## src/rtl/vga_sync.sv

```systemverilog
// vga_sync: VGA timing generator. Divides the system clock to the pixel rate,
// walks the (row, column) raster and produces registered sync, display-enable
// and pixel/frame strobes, all updated on the same edge as the counters.
module vga_sync #(
   parameter int C_SIZE    = 9,
   parameter int CLK_DIV   = 2,
   parameter int H_VISIBLE = 640,
   parameter int H_FRONT   = 16,
   parameter int H_SYNC    = 96,
   parameter int H_BACK    = 48,
   parameter int V_VISIBLE = 480,
   parameter int V_FRONT   = 10,
   parameter int V_SYNC    = 2,
   parameter int V_BACK    = 33,
   parameter bit SYNC_POL  = 1'b0
) (
   input  logic            clock,
   input  logic            reset,
   output logic [C_SIZE:0] row,
   output logic [C_SIZE:0] column,
   output logic            disp_enable,
   output logic            hsync,
   output logic            vsync,
   output logic            pix_tick,
   output logic            frame_start
);

   localparam int CW      = C_SIZE + 1;
   localparam int H_TOTAL = H_VISIBLE + H_FRONT + H_SYNC + H_BACK;
   localparam int V_TOTAL = V_VISIBLE + V_FRONT + V_SYNC + V_BACK;
   localparam int DIV_W   = (CLK_DIV > 1) ? $clog2(CLK_DIV) : 1;

   localparam logic [DIV_W-1:0] DIV_LAST = DIV_W'(CLK_DIV - 1);
   localparam logic [C_SIZE:0]  H_LAST   = CW'(H_TOTAL - 1);
   localparam logic [C_SIZE:0]  V_LAST   = CW'(V_TOTAL - 1);
   localparam logic [C_SIZE:0]  H_VIS    = CW'(H_VISIBLE);
   localparam logic [C_SIZE:0]  V_VIS    = CW'(V_VISIBLE);
   localparam logic [C_SIZE:0]  HS_START = CW'(H_VISIBLE + H_FRONT);
   localparam logic [C_SIZE:0]  HS_END   = CW'(H_VISIBLE + H_FRONT + H_SYNC);
   localparam logic [C_SIZE:0]  VS_START = CW'(V_VISIBLE + V_FRONT);
   localparam logic [C_SIZE:0]  VS_END   = CW'(V_VISIBLE + V_FRONT + V_SYNC);

   logic [DIV_W-1:0] div;
   logic             advance;
   logic [C_SIZE:0]  col_nxt;
   logic [C_SIZE:0]  row_nxt;
   logic             de_nxt;
   logic             hs_act;
   logic             vs_act;
   logic             origin_nxt;

   // Next raster position and the decoded output levels at that position.
   always_comb begin
      advance = (div == DIV_LAST);
      col_nxt = column + 1'b1;
      row_nxt = row;
      if (column == H_LAST) begin
         col_nxt = '0;
         row_nxt = (row == V_LAST) ? '0 : row + 1'b1;
      end
      de_nxt     = (col_nxt < H_VIS) && (row_nxt < V_VIS);
      hs_act     = (col_nxt >= HS_START) && (col_nxt < HS_END);
      vs_act     = (row_nxt >= VS_START) && (row_nxt < VS_END);
      origin_nxt = (col_nxt == '0) && (row_nxt == '0);
   end

   // Divider, raster counters and registered outputs share one edge, so no skew.
   // Reset parks the raster on the last pixel so the first advance lands on (0,0).
   always_ff @(posedge clock) begin
      if (reset) begin
         div         <= '0;
         column      <= H_LAST;
         row         <= V_LAST;
         disp_enable <= 1'b0;
         hsync       <= ~SYNC_POL;
         vsync       <= ~SYNC_POL;
         pix_tick    <= 1'b0;
         frame_start <= 1'b0;
      end else begin
         div         <= advance ? '0 : div + 1'b1;
         pix_tick    <= advance;
         frame_start <= advance && origin_nxt;
         if (advance) begin
            column      <= col_nxt;
            row         <= row_nxt;
            disp_enable <= de_nxt;
            hsync       <= hs_act ? SYNC_POL : ~SYNC_POL;
            vsync       <= vs_act ? SYNC_POL : ~SYNC_POL;
         end
      end
   end

endmodule
```

## config.mk

```make
export PLATFORM = sky130hd
export DESIGN_NAME = vga_sync
export DESIGN_NICKNAME = d
export VERILOG_FILES = /design/src/rtl/vga_sync.sv
export SDC_FILE = /design/constraint.sdc
export NUM_CORES = 1
export LEC_CHECK = 0
export ABC_AREA = 1
export CAP_MARGIN = 20
export CORE_AREA = 2 2 53 65
export DETAILED_ROUTE_END_ITERATION = 16
export DIE_AREA = 0 0 55 67
export GPL_ROUTABILITY_DRIVEN = 0
export MAX_ROUTING_LAYER = met4
export PLACE_DENSITY = 0.78
export SLEW_MARGIN = 20
export SYNTH_ARGS = -nofsm -noshare
export SYNTH_HDL_FRONTEND = slang
export SYNTH_SLANG_ARGS = --single-unit
```

## constraint.sdc

```tcl
create_clock -name clock -period 2.2 [get_ports clock]
set_clock_uncertainty 0.1 [all_clocks]
set_input_delay 0.22 -clock clock [delete_from_list [all_inputs] [get_ports clock]]
set_output_delay 0.22 -clock clock [all_outputs]
set_load 0.03 [all_outputs]
```

==> impl_metrics.tcl, run 1 <==
set metrics [dict create \
    num_antenna_cells 0 \
    leakagePower_nw 0.901 \
    synth_top_family_by_area "simple AND/OR/NAND/NOR gates" \
    synth-seq-cells 26 \
    io_pins 27 \
    arrival_ns 2.14 \
    setup_viol 0 \
    slew_headroom 0.652 \
    swShare 0.420 \
    synth_mux_area_frac 0 \
    synth_fa_ha_area_frac 0.0322 \
    dieArea_um2 3690 \
    hold_path_class "reg -> reg" \
    yosys.area_share.xor_xnor 0.0282 \
    drtAntennaViolNets 0 \
    rsz0062_at_grt "false" \
    final_common_cell "nand2_1" \
    rows 22 \
    drt_wl_total_mm 3.90 \
    io_buffer_count 26 \
    dp_cells 301 \
    met3_usage 0.0247 \
    fin_crit_sh 0.912 \
    clk_latency_ns 0.32 \
    instances_no_fill 308 \
    place_hpwl_mm 2.88 \
    cp_max_fo 12 \
    cts_hold_buf 0 \
    fin_setup_tns_ns 0 \
    drive_above_1_share 0.0956 \
    critPathKind "reg -> reg" \
    grt_use_total 0.234 \
    post_cts.repair.setup_buffers 0 \
    antenna_found_initial 0 \
    synth-simple-area-share 0.407 \
    cts_resized 0 \
    firstDrtPassIters 5 \
    synth_area_per_cell_um2 6.47 \
    path_common_cell "nand3_1" \
    ys_types 25 \
    cp-start-kind "flop" \
    drc 0 \
    grt_max_degree 15 \
    max_stage_delay_ns 0.45 \
    core_area_um2 3030 \
    drt-initial-drc-count 91 \
    critPathSlowestCell "dfxtp_1" \
    cap_violations 0 \
    start_util 0.513 \
    gr-max-usage-layer "met2" \
    synth_area_um2 1550 \
    holdWs_ns 0.369 \
    clockBufferDepth 2 \
    comb_power_share 0.452 \
    use_met2 0.351 \
    tightest_slew_ns 0.521 \
    syn_inst 240 \
    final_cell_mix "nand2_1 (55), nor2_1 (41), inv_1 (28), dfxtp_1 (26), clkdlybuf4s50_1 (26)" \
    wl_per_cell_um 12.6 \
    vdd_ir_drop_max_uv 581 \
    root_buffer "clkbuf_4" \
    p_switching_mw 0.610 \
    fp.dieH_um 67 \
    power_mw 1.45 \
    cp-end-kind "flop" \
    place_ws_ns 0.159 \
    powerDensity_nw_per_um2 757 \
    htree_levels 1 \
    seq_power_share 0.381 \
    grt_pass1_vias 1406 \
    fmax_ghz 0.498 \
    maxSlewViolCount 0 \
    clkPwrFrac 0.167 \
    synth_compound_area_frac 0.105 \
    cts_tree "done" \
    yosysSeqAreaShare 0.335 \
    period_minus_slack_ns 2.01 \
    grtUsageMet1 0.322 \
    cts_made_buffers 3 \
    viasPerCell 5.35 \
    required_ns 2.33 \
    nets 279 \
    grt_pass1_wl_mm 6.27 \
    vias 1647 \
    path_cells "ha_1 -> nand2_2 -> inv_2 -> nand2_4 -> nor2_4 -> buf_4 -> nand3_1 -> nand2_1 -> nand3_1 -> inv_2 -> nor2_2 -> nand3_1 -> nand2_1" \
    areaGrowthSynthToFinish_pct 23.4 \
    synthesis.nets 246 \
    clk_pin_slew_ns 0.14 \
    p_int_mw 0.842 \
    die_x_um 55 \
    grt_overflow_total 0 \
    clock-sinks 26 \
    yosysWarnings 0 \
    finalWorstSetupSlack_ns 0.193 \
    r2r_setup_slack_ns 0.19 \
    status "complete, no violations" \
    hold_viol_final 0 \
]
registers in the layout (all words and copies together), names as in the netlist:
name         count
advance          1
disp_enable      1
pix_tick         1
vsync            1
column          10
frame_start      1
row             10
hsync            1
worst max-delay path, delay by kind of cell, from the launching register on:
family / cells / cell delay [ns]
DFF: 1 / 0.45
adders and majority gates: 1 / 0.23
and+or+nand+nor: 9 / 0.81
buffers and inverters: 3 / 0.33
synth_stat cells, drive strengths merged:
cell type / number / area [µm²]
dfxtp: 26 / 521
o21ai: 8 / 40.0
o22ai: 8 / 50.1
a22oi: 3 / 22.5
inv: 32 / 120
and3: 1 / 6.26
a21oi: 7 / 35.0
xnor2: 1 / 8.76
nor3: 5 / 25.0
nand4: 8 / 50.1
clkbuf: 3 / 11.3
nand2: 57 / 224
ha: 4 / 50.1
nand3: 22 / 125
buf: 1 / 11.3
o22a: 1 / 8.76
nor2: 48 / 203
xor2: 4 / 35.0
o21a: 1 / 7.51
path summary, 6_finish.rpt:
kind,startpoint,endpoint,cells after the start
worst min-delay path,disp_enable,disp_enable,2
worst max-delay path,column[0],disp_enable,13
worst max register to register,column[0],disp_enable,13
worst min register to register,disp_enable,disp_enable,2
final cells by class:
type | instances | area (µm²)
multi-input cells | 178 | 891
flip-flops and latches | 26 | 520
clock buffers | 4 | 36.3
repair buffers | 32 | 305
inverters | 32 | 120
well taps | 36 | 45.0
fillers | 283 | 1110
metrics by stage:
stage	area (µm²)	util
floorplan	1550	-
global placement	1860	0.614
detailed placement	1860	0.614
CTS	1900	0.626
global route	1920	0.633
finish	1920	0.633
kinds of logic (layout without fill, tap and decap cells):
logic type                 after synthesis  after routing
buffers and inverters                   36             68
xor gates and xnor gates                 5              5
DFF                                     26             26
and+or+nand+nor                        141            141
adders and majority gates                4              4
AOI/OAI and AO/OA                       28             28
power groups by stage:
stage | Sequential, mW | Combinational, mW | Clock (mW)
after floorplan | 0.622 | 0.399 | 0
after global placement | 0.563 | 0.614 | 0
after detailed placement | 0.564 | 0.618 | 0
after CTS | 0.554 | 0.621 | 0.252
after global routing | 0.559 | 0.719 | 0.273
final | 0.553 | 0.656 | 0.243
per-layer routing:
metal,routed length [µm],part of all wire
met1,1830,0.47
met5,0,0
met2,1790,0.46
met3,211,0.054
met4,62,0.016
Note: power is estimated with default switching activity, not from simulation.
==> run 2, diff against run 1 <==
--- a/config.mk
+++ b/config.mk
@@ -13,6 +13,7 @@
 export GPL_ROUTABILITY_DRIVEN = 0
 export MAX_ROUTING_LAYER = met4
 export PLACE_DENSITY = 0.78
+export RECOVER_POWER = 25
 export SLEW_MARGIN = 20
 export SYNTH_ARGS = -nofsm -noshare
 export SYNTH_HDL_FRONTEND = slang
==> impl_metrics.tcl, run 2 (synthesis gave the netlist of run 1 again) <==
set metrics [dict create \
    clockBufferDepth 2 \
    leakagePower_nw 0.896 \
    crit_family "simple AND/OR/NAND/NOR gates" \
    rows 22 \
    dp_cells 301 \
    seqCellArea_um2 520 \
    cts_tree "done" \
    drt-initial-drc-count 91 \
    drt_wl_total_mm 3.90 \
    place_hpwl_mm 2.88 \
    status "complete, no violations" \
    clk_latency_ns 0.32 \
    drive_above_1_share 0.0846 \
    instances_no_fill 308 \
    period_minus_slack_ns 2.01 \
    fill_cells 283 \
    cp-start-kind "flop" \
    path_cells "ha_1 -> nand2_2 -> inv_2 -> nand2_4 -> nor2_4 -> buf_4 -> nand3_1 -> nand2_1 -> nand3_1 -> inv_2 -> nor2_2 -> nand3_1 -> nand2_1" \
    root_buffer "clkbuf_4" \
    grt_max_degree 15 \
    clock-sinks 26 \
    firstDrtPassIters 5 \
    io_pins 27 \
    core_area_um2 3030 \
    wl_per_cell_um 12.7 \
    num_antenna_cells 0 \
    path_common_cell "nand3_1" \
    setup_viol 0 \
    cp-end-kind "flop" \
    grt_use_total 0.234 \
    fin_crit_sh 0.913 \
    fin_setup_tns_ns 0 \
    clk_pin_slew_ns 0.14 \
    cap_violations 0 \
    drc 0 \
    hold_path_class "reg -> reg" \
    vdd_ir_drop_max_uv 580 \
    drtAntennaViolNets 0 \
    final_common_cell "nand2_1" \
    arrival_ns 2.14 \
    critPathSlowestCell "dfxtp_1" \
    holdWs_ns 0.367 \
    start_util 0.513 \
    areaGrowthSynthToFinish_pct 22.7 \
    rsz0062_at_grt "false" \
    vias 1637 \
    antenna_found_initial 0 \
    tightest_slew_ns 0.517 \
    place_ws_ns 0.159 \
    nets 279 \
    grt_pass1_wl_mm 6.27 \
    viasPerCell 5.31 \
    maxSlewViolCount 0 \
    final_cell_mix "nand2_1 (55), nor2_1 (41), inv_1 (28), dfxtp_1 (26), clkdlybuf4s50_1 (22)" \
    reg.largest.list "column x10, row x10" \
    die_x_um 55 \
    dieArea_um2 3690 \
    multiInputGateArea_um2 891 \
    slew_headroom 0.655 \
    max_stage_delay_ns 0.45 \
    post-route-util 0.630 \
    cts_resized 0 \
    cp.buffers_inverters 3 \
    htree_levels 1 \
    powerDensity_nw_per_um2 760 \
    fmax_ghz 0.498 \
    cts_made_buffers 3 \
    fp.dieH_um 67 \
    finalWorstSetupSlack_ns 0.192 \
    cp_max_fo 12 \
    hold_viol_final 0 \
    critPathKind "reg -> reg" \
    grt_overflow_total 0 \
    required_ns 2.33 \
    grt_pass1_vias 1406 \
    io_buffer_count 26 \
]
-- run 2: per-layer routing --
layer,wire length [µm],GRT usage
met1,1830,0.322
met2,1810,0.351
met3,198,0.0247
met4,63,0.0854
met5,0,-
-- run 2: final timing paths --
check	cells past startpoint	end	slack, ns	start
max	13	disp_enable	0.19	column[0]
min	2	disp_enable	0.37	disp_enable
max reg2reg	13	disp_enable	0.19	column[0]
min reg2reg	2	disp_enable	0.37	disp_enable
-- run 2: what timing repair did --
item                                    in CTS  in global routing
hold buffers                                 0                  0
endpoints found under the setup margin       0                  2
setup buffers                                0                  3
-- run 2: worst reg2reg max path, stage by stage, from the launching register on --
cell and delay [ns]:
dfxtp_1 0.45, ha_1 0.23, nand2_2 0.10, inv_2 0.08, nand2_4 0.06, nor2_4 0.25
buf_4 0.17, nand3_1 0.06, nand2_1 0.07, nand3_1 0.10, inv_2 0.08, nor2_2 0.04
nand3_1 0.09, nand2_1 0.05
-- run 2: layout make-up --
| type | instances | share of cell area |
|---|---|---|
| sequential | 26 | 0.273 |
| inverter | 32 | 0.0630 |
| multi-input combinational | 178 | 0.467 |
| tap | 36 | 0.0236 |
| timing repair buffer | 32 | 0.154 |
| clock buffer | 4 | 0.0190 |
-- run 2: power by group --
group	internal (mW)	total, mW	switching, mW
Sequential	0.507	0.553	0.0465
Clock	0.101	0.243	0.142
Combinational	0.231	0.653	0.422
Total	0.838	1.45	0.611
-- run 2: through the flow --
stage	total power, mW	instance area (µm²)
floorplan	1.02	1550
global placement	1.18	1860
global route	1.55	1910
finish	1.45	1910
detailed placement	1.18	1860
CTS	1.43	1900
==> run 3, diff against run 2 <==
--- a/config.mk
+++ b/config.mk
@@ -6,12 +6,10 @@
 export NUM_CORES = 1
 export LEC_CHECK = 0
 export ABC_AREA = 1
-export CAP_MARGIN = 20
 export CORE_AREA = 2 2 53 65
 export DETAILED_ROUTE_END_ITERATION = 16
 export DIE_AREA = 0 0 55 67
 export GPL_ROUTABILITY_DRIVEN = 0
-export MAX_ROUTING_LAYER = met4
 export PLACE_DENSITY = 0.78
 export RECOVER_POWER = 25
 export SLEW_MARGIN = 20
==> impl_metrics.tcl, run 3 (synthesis gave the netlist of run 1 again) <==
set metrics [dict create \
    start_util 0.513 \
    vdd_ir_drop_max_uv 581 \
    drt-initial-drc-count 65 \
    nets 279 \
    rsz0062_at_grt "false" \
    power_mw 1.45 \
    fp.dieH_um 67 \
    maxSlewViolCount 0 \
    slew_headroom 0.647 \
    powerDensity_nw_per_um2 761 \
    cp-end-kind "flop" \
    wl_per_cell_um 12.7 \
    p_int_mw 0.838 \
    grt_overflow_total 0 \
    finalWorstSetupSlack_ns 0.185 \
    dieArea_um2 3690 \
    final_cell_mix "nand2_1 (55), nor2_1 (41), inv_1 (28), dfxtp_1 (26), clkdlybuf4s50_1 (22)" \
    cts_tree "done" \
    critPathKind "reg -> reg" \
    holdWs_ns 0.367 \
    io_pins 27 \
    place_ws_ns 0.159 \
    firstDrtPassIters 4 \
    comb_power_share 0.451 \
    antenna_found_initial 0 \
    drc 0 \
    fill_cells 283 \
    cts_resized 0 \
    top_layer "met4" \
    cp_max_fo 12 \
    cap_violations 0 \
    grt_pass1_wl_mm 6.27 \
    clock-sinks 26 \
    io_buffer_count 26 \
    cp-start-kind "flop" \
    wl_met2_mm 1.78 \
    period_minus_slack_ns 2.01 \
    tightest_slew_ns 0.529 \
    final_common_cell "nand2_1" \
    areaGrowthSynthToFinish_pct 22.7 \
    htree_levels 1 \
    clk_latency_ns 0.32 \
    p_switching_mw 0.612 \
    clk_pin_slew_ns 0.14 \
    hold_path_class "reg -> reg" \
    clockBufferDepth 2 \
    viasPerCell 5.31 \
    reg.largest.list "column x10, row x10" \
    grt_pass1_vias 1407 \
    arrival_ns 2.15 \
    num_antenna_cells 0 \
    drive_above_1_share 0.0846 \
    place_hpwl_mm 2.88 \
    post-route-util 0.630 \
    seq_power_share 0.382 \
    core_area_um2 3030 \
    drtAntennaViolNets 0 \
    drt_wl_total_mm 3.91 \
    status "complete, no violations" \
    root_buffer "clkbuf_4" \
    vias 1634 \
    grt_max_degree 15 \
    setup_viol 0 \
    fmax_ghz 0.496 \
    fin_setup_tns_ns 0 \
    swShare 0.422 \
    required_ns 2.33 \
    rows 22 \
    met1_length_mm 1.86 \
    die_x_um 55 \
    grt_use_total 0.229 \
    fin_crit_sh 0.916 \
    clkPwrFrac 0.167 \
    hold_viol_final 0 \
    cts_made_buffers 3 \
    leakagePower_nw 0.896 \
    wl_met3_um 205 \
]
-- run 3: cell counts in the layout (fill, tap and decap cells not counted) --
Identical to the previous run, type by type.
-- run 3: final timing paths --
check,start,to,slack [ns],cells after the start
setup reg to reg,column[1],disp_enable,0.19,13
hold reg to reg,disp_enable,disp_enable,0.37,2
setup / recovery,column[1],disp_enable,0.19,13
hold / removal,disp_enable,disp_enable,0.37,2
-- run 3: area by class of cell --
class / instances / area [µm²] / area share
inverters: 32 / 120 / 0.0630
clock buffers: 4 / 36.3 / 0.0190
repair buffers: 32 / 294 / 0.154
multi-input cells: 178 / 891 / 0.467
well taps: 36 / 45.0 / 0.0236
flip-flops and latches: 26 / 520 / 0.273
-- run 3: metal layers --
metal / GRT usage / up-vias
met1: 0.322 / 730
met3: 0.0247 / 8
met4: 0.0854 / 0
met2: 0.351 / 51
li1: - / 845
met5: 0 / -
-- run 3: power groups by stage --
stage | sequential, mW | clock [mW] | combinational, mW
3_5_place_dp | 0.564 | 0 | 0.618
3_3_place_gp | 0.563 | 0 | 0.614
6_report | 0.554 | 0.243 | 0.654
4_1_cts | 0.554 | 0.252 | 0.621
2_1_floorplan | 0.622 | 0 | 0.399
5_1_grt | 0.559 | 0.273 | 0.716
-- run 3: what timing repair did --
item	in CTS	in global routing
hold buffers	0	0
setup endpoints to repair	0	2
buffers inserted	0	3
-- run 3: metrics by stage --
| stage | cell area (µm²) | cells |
|---|---|---|
| after global routing | 1910 | 308 |
| after detailed placement | 1860 | 301 |
| final | 1910 | 308 |
| after CTS | 1900 | 305 |
| after floorplan | 1550 | 240 |
| after global placement | 1860 | 301 |
-- run 3: worst max-delay path, stage by stage (launching register included) --
cell	delay, ns
dfxtp_1	0.45
ha_1	0.23
nand2_2	0.10
inv_2	0.08
nand2_4	0.06
nor2_4	0.25
buf_4	0.17
nand3_1	0.06
nand2_1	0.07
nand3_1	0.10
inv_2	0.08
nor2_2	0.04
nand3_1	0.09
nand2_1	0.05
